--- src/rtl/layer_out_serializer.sv ---
// -----------------------------------------------------------------------------
// layer_out_serializer
//
// Reads a neuron layer's parallel result vector in a single valid/ready
// handshake, then streams the elements out one per beat on a valid/ready
// interface. While streaming it tracks a running signed argmax. When the last
// beat has been accepted it reports the final argmax for one cycle.
//
// Ports
//   clk           in   rising-edge clock
//   rst_n         in   asynchronous active-low reset
//   cap_valid     in   data_in holds a valid vector
//   cap_ready     out  block is idle and will accept a vector
//   data_in       in   LAYER_NUM signed elements, element i at
//                      bits [i*OUT_W +: OUT_W]
//   out_valid     out  out_data/out_index/out_last are valid
//   out_ready     in   downstream accepts the current beat
//   out_data      out  signed element
//   out_index     out  element index 0..LAYER_NUM-1
//   out_last      out  high on the beat with index LAYER_NUM-1
//   argmax_valid  out  one-cycle pulse, argmax result updated
//   argmax_idx    out  index of the largest element (lowest index on tie)
//   argmax_val    out  value of the largest element
//
// FSM states
//   state  | meaning
//   S_IDLE | waiting for a vector, cap_ready=1
//   S_SEND | streaming buffered elements, one per accepted beat
//   S_DONE | one cycle, argmax_valid=1, then back to S_IDLE
// -----------------------------------------------------------------------------
module layer_out_serializer #(
    parameter  int LAYER_DATA_WIDTH = 16,
    parameter  int LAYER_NUM        = 10,
    localparam int OUT_W            = LAYER_DATA_WIDTH + 8,
    localparam int IDX_W            = (LAYER_NUM > 1) ? $clog2(LAYER_NUM) : 1
) (
    input  logic                       clk,
    input  logic                       rst_n,
    input  logic                       cap_valid,
    output logic                       cap_ready,
    input  logic [LAYER_NUM*OUT_W-1:0] data_in,
    output logic                       out_valid,
    input  logic                       out_ready,
    output logic [OUT_W-1:0]           out_data,
    output logic [IDX_W-1:0]           out_index,
    output logic                       out_last,
    output logic                       argmax_valid,
    output logic [IDX_W-1:0]           argmax_idx,
    output logic [OUT_W-1:0]           argmax_val
);

    localparam logic [IDX_W-1:0] LAST_IDX = IDX_W'(LAYER_NUM - 1);

    typedef enum logic [1:0] {
        S_IDLE = 2'd0,
        S_SEND = 2'd1,
        S_DONE = 2'd2
    } state_t;

    state_t                  state;
    state_t                  state_nxt;

    logic [OUT_W-1:0]        elem_buf [LAYER_NUM];
    logic [IDX_W-1:0]        idx;
    logic signed [OUT_W-1:0] run_val;
    logic [IDX_W-1:0]        run_idx;

    logic                    cap_fire;
    logic                    out_fire;
    logic                    is_last;
    logic signed [OUT_W-1:0] cur_elem;
    logic                    run_upd;

    // ------------------------------------------------------------------
    // Handshake qualifiers and current element
    // ------------------------------------------------------------------
    assign cap_fire = cap_valid && (state == S_IDLE);
    assign out_fire = out_ready && (state == S_SEND);
    assign is_last  = (idx == LAST_IDX);
    assign cur_elem = elem_buf[idx];

    // Element 0 always seeds the running maximum; afterwards only a strictly
    // larger value replaces it, which keeps the lowest index on ties.
    assign run_upd  = (idx == '0) || (cur_elem > run_val);

    // ------------------------------------------------------------------
    // FSM: state register
    // ------------------------------------------------------------------
    always_ff @(posedge clk or negedge rst_n) begin
        if (!rst_n) begin
            state <= S_IDLE;
        end else begin
            state <= state_nxt;
        end
    end

    // ------------------------------------------------------------------
    // FSM: next-state logic
    // ------------------------------------------------------------------
    always_comb begin
        state_nxt = state;
        case (state)
            S_IDLE: begin
                if (cap_fire) begin
                    state_nxt = S_SEND;
                end
            end
            S_SEND: begin
                if (out_fire && is_last) begin
                    state_nxt = S_DONE;
                end
            end
            S_DONE: begin
                state_nxt = S_IDLE;
            end
            default: begin
                state_nxt = S_IDLE;
            end
        endcase
    end

    // ------------------------------------------------------------------
    // FSM: outputs
    // ------------------------------------------------------------------
    always_comb begin
        cap_ready    = 1'b0;
        out_valid    = 1'b0;
        out_data     = '0;
        out_index    = '0;
        out_last     = 1'b0;
        argmax_valid = 1'b0;
        case (state)
            S_IDLE: begin
                cap_ready = 1'b1;
            end
            S_SEND: begin
                out_valid = 1'b1;
                out_data  = cur_elem;
                out_index = idx;
                out_last  = is_last;
            end
            S_DONE: begin
                argmax_valid = 1'b1;
            end
            default: begin
                cap_ready = 1'b0;
            end
        endcase
    end

    // ------------------------------------------------------------------
    // Vector buffer. Contents are don't-care until the first capture, so it
    // carries no reset.
    // ------------------------------------------------------------------
    always_ff @(posedge clk) begin
        if (cap_fire) begin
            for (int i = 0; i < LAYER_NUM; i++) begin
                elem_buf[i] <= data_in[i*OUT_W +: OUT_W];
            end
        end
    end

    // ------------------------------------------------------------------
    // Beat index
    // ------------------------------------------------------------------
    always_ff @(posedge clk or negedge rst_n) begin
        if (!rst_n) begin
            idx <= '0;
        end else if (cap_fire) begin
            idx <= '0;
        end else if (out_fire && !is_last) begin
            idx <= idx + 1'b1;
        end
    end

    // ------------------------------------------------------------------
    // Running argmax
    // ------------------------------------------------------------------
    always_ff @(posedge clk or negedge rst_n) begin
        if (!rst_n) begin
            run_val <= '0;
            run_idx <= '0;
        end else if (out_fire && run_upd) begin
            run_val <= cur_elem;
            run_idx <= idx;
        end
    end

    // The published result folds in the last element on the final transfer,
    // so it is already settled while S_DONE raises argmax_valid. It then holds
    // until the next vector completes.
    always_ff @(posedge clk or negedge rst_n) begin
        if (!rst_n) begin
            argmax_val <= '0;
            argmax_idx <= '0;
        end else if (out_fire && is_last) begin
            argmax_val <= run_upd ? cur_elem : run_val;
            argmax_idx <= run_upd ? idx      : run_idx;
        end
    end

endmodule

--- config.mk ---
export PLATFORM = sky130hd
export DESIGN_NAME = layer_out_serializer
export DESIGN_NICKNAME = d
export VERILOG_FILES = /design/src/rtl/layer_out_serializer.sv
export SDC_FILE = /design/constraint.sdc
export NUM_CORES = 1
export LEC_CHECK = 0
export CORE_AREA = 4 4 166 168
export DETAILED_ROUTE_END_ITERATION = 12
export DIE_AREA = 0 0 170 172
export PLACE_DENSITY = 0.82
export SYNTH_ARGS = -nofsm -noshare
export SYNTH_HDL_FRONTEND = slang
export SYNTH_SLANG_ARGS = --single-unit
--- constraint.sdc ---
create_clock -name clk -period 9.9 [get_ports clk]
set_clock_uncertainty 0.05 [all_clocks]
set_input_delay 2.97 -clock clk [delete_from_list [all_inputs] [get_ports clk]]
set_output_delay 2.97 -clock clk [all_outputs]
set_load 0.05 [all_outputs]
==> metrics.md, run 1 <==
| Metric | Value |
|---|---|
| Setup bufs post-CTS | `0` |
| CTS resizes | `0` |
| Syn_nets | `1034` |
| Critical path class | `register to primary output` |
| RSZ-0062 raised after global routing | `no` |
| Final Max Slew Viols | `0` |
| Peak VDD IR | `0.471 mV` |
| Relative slew slack | `22.0%` |
| Pin count of the biggest net entering global routing | `172` |
| Syn Std Cell Area | `12900 sq um` |
| Pwr Density | `364 nW/um^2` |
| Die area | `29200 sq um` |
| Final Util | `66.3%` |
| Vias in the first global route | `8278` |
| Cts hold-fix bufs | `0` |
| Worst Hold Path EP | `argmax_idx[2]$_DFFE_PN0P_` |
| R2R Setup Slk | `3.99 ns` |
| Seq/Total Area, Yosys | `68.0%` |
| Min-Delay Startpoint | `argmax_idx[2]$_DFFE_PN0P_` |
| Crit path DAT | `4.31 ns` |
| Synthesized instance count | `763` |
| IO buf count | `303` |
| Starting DRC count in detailed routing | `648` |
| Gate power share | `52.8%` |
| Synth area leaders | `edfxtp_1, dfrtp_1, mux4_2, ha_1, mux2_4` |
| First-pass GRT wire length | `49.0 mm` |
| Depth of the CTS H-tree | `1` |
| Final Setup Violations | `0` |
| Clock sink total | `302` |
| Area growth syn-to-layout | `33.3%` |
| Switching share of power | `42.8%` |
| HPWL after DPL | `23.6 mm` |
| Synth area leader | `edfxtp_1` |
| Wire per inst | `23.4 um` |
| R2r startpoint | `idx[0]$_DFFE_PN0P_` |
| Io pins | `304` |
| Routed vias/inst | `5.58` |
| Period minus WS final | `7.33 ns` |
| CTS max path bufs | `3` |
| Setup TNS | `0 ns` |
| Psw | `2680 uW` |
| Startpoint Class | `register` |
| Async S/R FF share, synth | `20.5%` |
| Die Y | `172 um` |
| Share of cells above drive strength 1 | `14.4%` |
| Leak | `0.00616 uW` |
| F_max | `137 MHz` |
| Final Cycle Share | `74.0%` |
| Total track usage | `22.2%` |
| Core ar. | `25900 sq um` |
| Vias | `7898` |
| EDFF count, synth | `240` |
| Floorplan row count | `59` |
| Setup crit end kind | `primary output` |
| ANT nets after route | `0` |
| FF-to-FF End | `argmax_val[15]$_DFFE_PN0P_` |
| Synth top cells by count | `edfxtp_1, dfrtp_1, mux4_2, nand2_1, clkbuf_1` |
| Seq pwr share | `29.0%` |
| Clock share of power | `18.2%` |
| Total grt overflow | `0` |
| TritonRoute pass-1 iters | `5` |
| Clk root buf | `clkbuf_16` |
| Initial core utilization | `49.7%` |
| Synth Register Bits | `302` |
| Worst Tran Pin Value | `1.17 ns` |
| Clock slew at reported path FFs | `0.06 ns` |
| Worst R2R Path Depth | `14` |
| Hold Vio Cnt, Final | `0` |
| Synth warn | `0` |
| CTS tree | `yes` |
| Status | `complete, no violations` |
| P_int | `3570 uW` |
| Gpl congestion | `0.820` |
| Clk Latency, worst-skew pair | `0.54 ns` |
| CP required | `6.88 ns` |
| DRT Wirelength | `33.1 mm` |
| NumNets Final | `1327` |
| Yosys top cell area share | `56.0%` |
| Worst hold path type | `register to register` |
| DRC | `0` |
| Die width | `170 um` |
| Syn Area/Cell | `16.9 sq um` |
| Main synth FF type | `edfxtp_1` |
| CTS buffer count | `30` |
| Distinct cells, synth | `47` |
| Hold Path Cell Cnt | `2` |
| Max-Cap Viols | `0` |
| Most common cell in the synthesized netlist | `edfxtp_1` |
| Antenna violations before repair | `0` |
| CP Max Fanout | `47` |
==> sequential cells by signal, summed over array words and instances (netlist names) <==
signal,count
run_idx,4
argmax_val,24
state,2
elem_buf,240
argmax_idx,4
run_val,24
idx,4
==> worst max-delay path, stage by stage (launching register included) <==
cell and delay [ns]:
dfrtp_4 1.02, buf_4 0.62, mux4_2 0.58, a211oi_1 0.39, a21oi_1 0.18, and2_1 0.22, clkdlybuf4s50_1 0.71
==> worst max-delay path by stage <==
stage,startpoint,to,slack [ns],cells past startpoint
3_5_place_dp,idx[0]$_DFFE_PN0P_,out_data[22],3.08,7
6_report,idx[0]$_DFFE_PN0P_,out_data[16],2.57,6
4_1_cts,idx[0]$_DFFE_PN0P_,out_data[22],2.49,7
5_1_grt,idx[0]$_DFFE_PN0P_,out_data[22],2.29,7
3_3_place_gp,idx[0]$_DFFE_PN0P_,out_data[22],3.07,7
2_1_floorplan,cap_valid,elem_buf[0][0]$_DFFE_PP_,3.20,2
==> layout by cell type (no fill, tap or decap), types with 8 or more instances in the layout <==
master / n
clkdlybuf4s50_1: 302
edfxtp_1: 240
dfrtp_1: 58
mux4_2: 48
nand2_1: 37
nand4_1: 32
clkbuf_16: 31
a21oi_1: 30
inv_1: 28
and2_1: 28
ha_1: 27
mux2i_1: 26
nor2b_1: 25
a211oi_1: 23
mux2_4: 18
o311ai_2: 16
nor2_1: 15
clkbuf_1: 8
==> power by group through the flow <==
stage	Combinational [uW]	Clock [uW]	Sequential, uW
5_1_grt	3520	1210	1850
6_report	3300	1140	1810
3_3_place_gp	3240	0	1830
3_5_place_dp	3300	0	1840
2_1_floorplan	2270	0	1930
4_1_cts	3310	1160	1820
==> per-layer routing <==
metal	global-route usage, %	vias to the layer above	share of wire [%]
li1	-	3567	-
met5	0	-	0
met4	5.28	0	2.3
met3	5.35	52	8.2
met1	28.4	3907	39
met2	38.7	372	51
==> per-stage QoR <==
step	worst slack (ns)	power, uW	instance area, sq um	hold WS [ns]	std cells
6_report	2.57	6250	17200	0.457	1415
5_1_grt	2.29	6570	17200	0.478	1414
4_1_cts	2.49	6290	17200	0.452	1414
3_5_place_dp	3.08	5140	16200	0.433	1359
3_3_place_gp	3.07	5070	16200	0.424	1359
2_1_floorplan	3.20	4200	12900	0.414	763
==> cells by family after synthesis <==
group	Yosys count	synth area share [%]
AOI/OAI and AO/OA	95	6.38
adders and majority gates	27	2.62
buffers and inverters	78	2.68
and+or+nand+nor	156	6.68
xor gates and xnor gates	3	0.204
muxes	102	13.4
DFF	302	68.0
==> layout make-up <==
cell class	count	area [sq um]
Fill cell	1725	8740
Antenna cell	1	2.50
Inverter	28	105
Tap cell	335	419
Clock inverter	9	93.8
Sequential cell	302	8770
Multi-Input combinational cell	383	3780
Clock buffer	46	902
Timing Repair Buffer	311	3100
No activity file was read; power rests on OpenSTA's default activity.
==> run 2: changes to the inputs <==
- clock period: 9.9 -> 7.3 ns (I/O delays scaled with it)
==> metrics.md, run 2 (synthesis results as in run 1) <==
| Metric | Value |
|---|---|
| HPWL after DPL | `24.0 mm` |
| Commonest non-fill, non-tap cell in the layout | `clkdlybuf4s50_1` |
| Worst R2R Path Depth | `13` |
| Pin count of the biggest net entering global routing | `152` |
| Cells after DPL | `1363` |
| Final Setup Violations | `0` |
| Hold Path Cell Cnt | `1` |
| Clock sink total | `302` |
| Antenna violations before repair | `3` |
| Seq pwr share | `29.0%` |
| Die Y | `172 um` |
| Psw | `3620 uW` |
| Startpoint Class | `register` |
| Floorplan row count | `59` |
| CP Depth | `7` |
| Core ar. | `25900 sq um` |
| Cts hold-fix bufs | `0` |
| Setup TNS | `0 ns` |
| Gate power share | `52.9%` |
| Clk root buf | `clkbuf_16` |
| Final Cycle Share | `85.4%` |
| Hold Vio Cnt, Final | `0` |
| Die width | `170 um` |
| Setup bufs post-CTS | `0` |
| Cell-by-cell trace of the critical path | `buf_12, mux4_2, nor2b_1, a211oi_1, a21oi_1, and2_1, clkdlybuf4s50_1` |
| DRC | `0` |
| Max stage delay cell, worst path | `dfrtp_4` |
| ANT nets after route | `0` |
| Vias | `7901` |
| CP Max Fanout | `30` |
| Top reg by flops | `elem_buf` |
| P_int | `4870 uW` |
| Share of cells above drive strength 1 | `14.7%` |
| Max-Cap Viols | `0` |
| RSZ-0062 raised after global routing | `no` |
| Pwr Density | `493 nW/um^2` |
| Clk Latency, worst-skew pair | `0.56 ns` |
| Worst hold path type | `register to register` |
| Routed vias/inst | `5.56` |
| CTS resizes | `0` |
| Crit path DAT | `4.00 ns` |
| IO buf count | `303` |
| CTS buffer count | `31` |
| WP buf/inv | `2` |
| CTS max path bufs | `3` |
| Worst path top cell family by delay | `buffers and inverters` |
| Depth of the CTS H-tree | `1` |
| Clock share of power | `18.2%` |
| Max reg flops | `240` |
| F_max | `160 MHz` |
| Final Max Slew Viols | `0` |
| Area growth syn-to-layout | `33.6%` |
| Peak VDD IR | `0.492 mV` |
| Leak | `0.00618 uW` |
| CP required | `5.06 ns` |
| NumNets Final | `1332` |
| First-pass GRT wire length | `49.0 mm` |
| CTS tree | `yes` |
| Relative slew slack | `22.0%` |
| Number of fillers in the final layout | `1727` |
| Period minus WS final | `6.24 ns` |
| Io pins | `304` |
| Starting DRC count in detailed routing | `719` |
| Critical path class | `register to primary output` |
| Wire per inst | `23.3 um` |
| Status | `complete, no violations` |
| Worst Tran Pin Value | `1.17 ns` |
| TritonRoute pass-1 iters | `5` |
| Setup crit end kind | `primary output` |
| Clock slew at reported path FFs | `0.06 ns` |
| Total grt overflow | `0` |
| Vias in the first global route | `8361` |
| DRT Wirelength | `33.1 mm` |
| Gpl congestion | `0.863` |
| Fin cells | `1420` |
| Total track usage | `22.1%` |
| Switching share of power | `42.7%` |
| Initial core utilization | `49.7%` |
| Die area | `29200 sq um` |
| Critical path's largest stage delay | `0.76 ns` |
| Biggest regs | `elem_buf (240), argmax_val (24), run_val (24)` |
| Most frequent cells in the layout | `clkdlybuf4s50_1, edfxtp_1, dfrtp_1, mux4_2, nand2_1` |
## run 2: cell types whose count changed in the layout (fill, tap and decap cells not counted), moves of 2 or more
cell	before	now
clkbuf_8	7	2
buf_4	7	10
clkinv_1	3	6
clkbuf_1	8	6
## run 2: power groups by stage
stage,clock network (uW),logic (uW),registers (uW)
global placement,0,4410,2480
global route,1650,4790,2500
finish,1540,4490,2460
detailed placement,0,4470,2490
floorplan,0,3080,2620
CTS,1570,4490,2460
## run 2: area by class of cell
cell class	instances	area, sq um	area share (%)
well taps	335	419	2.44
multi-input cells	383	3780	22.0
diodes	1	2.50	0.0145
flip-flops and latches	302	8770	51.0
repair buffers	315	3140	18.3
clock inverters	17	165	0.960
clock buffers	39	826	4.80
inverters	28	105	0.611
## run 2: worst paths after layout
path / slack [ns] / startpoint / to
min reg2reg: 0.44 / run_val[4]$_DFFE_PN0P_ / run_val[4]$_DFFE_PN0P_
min: 0.44 / run_val[4]$_DFFE_PN0P_ / run_val[4]$_DFFE_PN0P_
max in group asynchronous: 4.81 / rst_n / idx[0]$_DFFE_PN0P_
max: 1.06 / idx[0]$_DFFE_PN0P_ / out_data[5]
min in group asynchronous: 1.77 / rst_n / run_val[0]$_DFFE_PN0P_
max reg2reg: 1.80 / idx[0]$_DFFE_PN0P_ / run_val[4]$_DFFE_PN0P_
## run 2: worst register-to-register path, delay by kind of cell (launching register included)
family | cells | cell delay, ns
AO/OA/AOI/OAI | 5 | 1.74
multiplexers | 3 | 1.37
flip-flops | 1 | 0.76
AND/OR/NAND/NOR | 3 | 0.76
adder cells (fa/ha/maj) | 1 | 0.42
buffers and inverters | 1 | 0.30
## run 2: stage by stage
| stage | hold WS [ns] | util [%] | total power [uW] | area (sq um) | setup WS, ns |
|---|---|---|---|---|---|
| finish | 0.440 | 66.4 | 8490 | 17200 | 1.06 |
| global route | 0.456 | 66.4 | 8940 | 17200 | 0.759 |
| CTS | 0.446 | 66.4 | 8520 | 17200 | 0.973 |
| detailed placement | 0.432 | 62.6 | 6960 | 16200 | 1.58 |
| global placement | 0.422 | 62.6 | 6890 | 16200 | 1.66 |
| floorplan | 0.414 | - | 5700 | 12900 | 1.38 |
## run 2: routing by layer
metal / up-vias / share of wire (%) / routed length (um) / global-route usage [%]
li1: 3582 / - / - / -
met2: 341 / 50 / 16500 / 37.5
met5: - / 0.082 / 27 / 0
met3: 53 / 8.2 / 2710 / 5.56
met1: 3921 / 40 / 13200 / 28.9
met4: 4 / 2.1 / 702 / 5.49
==> run 3: changes to the inputs <==
- MAX_ROUTING_LAYER: default -> met4
==> metrics.md, run 3 (synthesis results as in run 1) <==
| Metric | Value |
|---|---|
| Setup bufs post-CTS | `0` |
| Worst Setup SP | `idx[0]$_DFFE_PN0P_` |
| DRT Wirelength | `33.1 mm` |
| Starting DRC count in detailed routing | `736` |
| Final Worst Setup Slack | `1.04 ns` |
| Area growth syn-to-layout | `33.7%` |
| Worst Setup EP | `out_data[5]` |
| Post-place setup slack | `1.58 ns` |
| CTS tree | `yes` |
| NumNets Final | `1332` |
| Core ar. | `25900 sq um` |
| Clock sink total | `302` |
| R2r startpoint | `idx[0]$_DFFE_PN0P_` |
| CTS resizes | `0` |
| Initial core utilization | `49.7%` |
| Clk Latency, worst-skew pair | `0.56 ns` |
| F_max | `160 MHz` |
| RSZ-0062 raised after global routing | `no` |
| CP required | `5.06 ns` |
| Clk root buf | `clkbuf_16` |
| Critical path class | `register to primary output` |
| FF-to-FF End | `run_val[4]$_DFFE_PN0P_` |
| Final Max Slew Viols | `0` |
| Worst hold slack | `0.446 ns` |
| Clock slew at reported path FFs | `0.06 ns` |
| Die width | `170 um` |
| Max reg flops | `240` |
| Relative slew slack | `21.6%` |
| Share of cells above drive strength 1 | `14.7%` |
| Placement Cell Area | `16200 sq um` |
| CTS max path bufs | `3` |
| Period minus WS final | `6.26 ns` |
| Crit path DAT | `4.02 ns` |
| Number of fillers in the final layout | `1727` |
| Final Cycle Share | `85.7%` |
| Cells after DPL | `1363` |
| Total track usage | `22.8%` |
| Setup crit end kind | `primary output` |
| Peak VDD IR | `0.492 mV` |
| Hold Vio Cnt, Final | `0` |
| Io pins | `304` |
| Status | `complete, no violations` |
| ANT nets after route | `0` |
| DRC | `0` |
| Worst R2R Path Depth | `14` |
| Reg area | `8770 sq um` |
| Antenna violations before repair | `3` |
| Die Y | `172 um` |
| Fin cells | `1422` |
| Routed vias/inst | `5.53` |
| Worst hold path type | `register to register` |
| First-pass GRT wire length | `49.0 mm` |
| Startpoint Class | `register` |
| Floorplan row count | `59` |
| Final Setup Violations | `0` |
| R2R Setup Slk | `1.80 ns` |
| HPWL after DPL | `24.0 mm` |
| Die area | `29200 sq um` |
| Biggest regs | `elem_buf (240), argmax_val (24), run_val (24)` |
| Commonest non-fill, non-tap cell in the layout | `clkdlybuf4s50_1` |
| Max-Cap Viols | `0` |
| Wire per inst | `23.3 um` |
| IO buf count | `303` |
| Most frequent cells in the layout | `clkdlybuf4s50_1, edfxtp_1, dfrtp_1, mux4_2, nand2_1` |
| Pin count of the biggest net entering global routing | `152` |
| Post-route cell area | `17200 sq um` |
| Pwr Density | `493 nW/um^2` |
| Cts hold-fix bufs | `0` |
| Top reg by flops | `elem_buf` |
| Worst Tran Pin Value | `1.18 ns` |
| Vias in the first global route | `8360` |
| Setup TNS | `0 ns` |
| Gpl congestion | `0.877` |
| Total grt overflow | `0` |
| Depth of the CTS H-tree | `1` |
| Area occupied by multi-input gates | `3780 sq um` |
| Vias | `7861` |
| TritonRoute pass-1 iters | `5` |
| Leak | `0.00618 uW` |
| CTS buffer count | `31` |
| CP Max Fanout | `30` |
-- run 3: cell types whose count changed in the layout (fill, tap and decap cells not counted) --
| cell | before | now |
|---|---|---|
| diode_2 | 1 | 3 |
-- run 3: area by class of cell --
| class | count | share of cell area, % |
|---|---|---|
| diodes | 3 | 0.0436 |
| flip-flops and latches | 302 | 50.9 |
| multi-input cells | 383 | 21.9 |
| clock buffers | 39 | 4.80 |
| repair buffers | 315 | 18.3 |
| clock inverters | 17 | 0.960 |
| well taps | 335 | 2.44 |
| inverters | 28 | 0.611 |
-- run 3: report_power, final --
part,internal [uW],switching (uW)
clock network,902,642
logic,1730,2750
registers,2230,227
-- run 3: worst min path at each step --
stage,from,to,depth (start not counted)
5_1_grt,run_val[4]$_DFFE_PN0P_,run_val[4]$_DFFE_PN0P_,1
3_5_place_dp,run_val[4]$_DFFE_PN0P_,run_val[4]$_DFFE_PN0P_,1
6_report,run_val[4]$_DFFE_PN0P_,run_val[4]$_DFFE_PN0P_,1
2_1_floorplan,run_val[23]$_DFFE_PN0P_,run_val[23]$_DFFE_PN0P_,1
3_3_place_gp,argmax_idx[2]$_DFFE_PN0P_,argmax_idx[2]$_DFFE_PN0P_,2
4_1_cts,run_val[4]$_DFFE_PN0P_,run_val[4]$_DFFE_PN0P_,1
-- run 3: stage by stage --
stage	utilization [%]	total power, uW
6_report	66.4	8480
5_1_grt	66.4	8940
4_1_cts	66.4	8520
3_5_place_dp	62.6	6960
3_3_place_gp	62.6	6890
2_1_floorplan	-	5700
-- run 3: metal layers --
| layer | vias up | wire length (um) | track usage [%] |
|---|---|---|---|
| li1 | 3586 | - | - |
| met1 | 3875 | 13200 | 29.1 |
| met2 | 352 | 16600 | 37.8 |
| met3 | 48 | 2540 | 5.05 |
| met4 | 0 | 739 | 5.49 |
| met5 | - | 0 | - |
-- run 3: critical path, stage by stage (launching register included) --
cell and delay, ns:
dfrtp_4 0.76, buf_12 0.32, mux4_2 0.53, nor2b_1 0.14, a211oi_1 0.53, a21oi_1 0.25
and2_1 0.22, clkdlybuf4s50_1 0.70
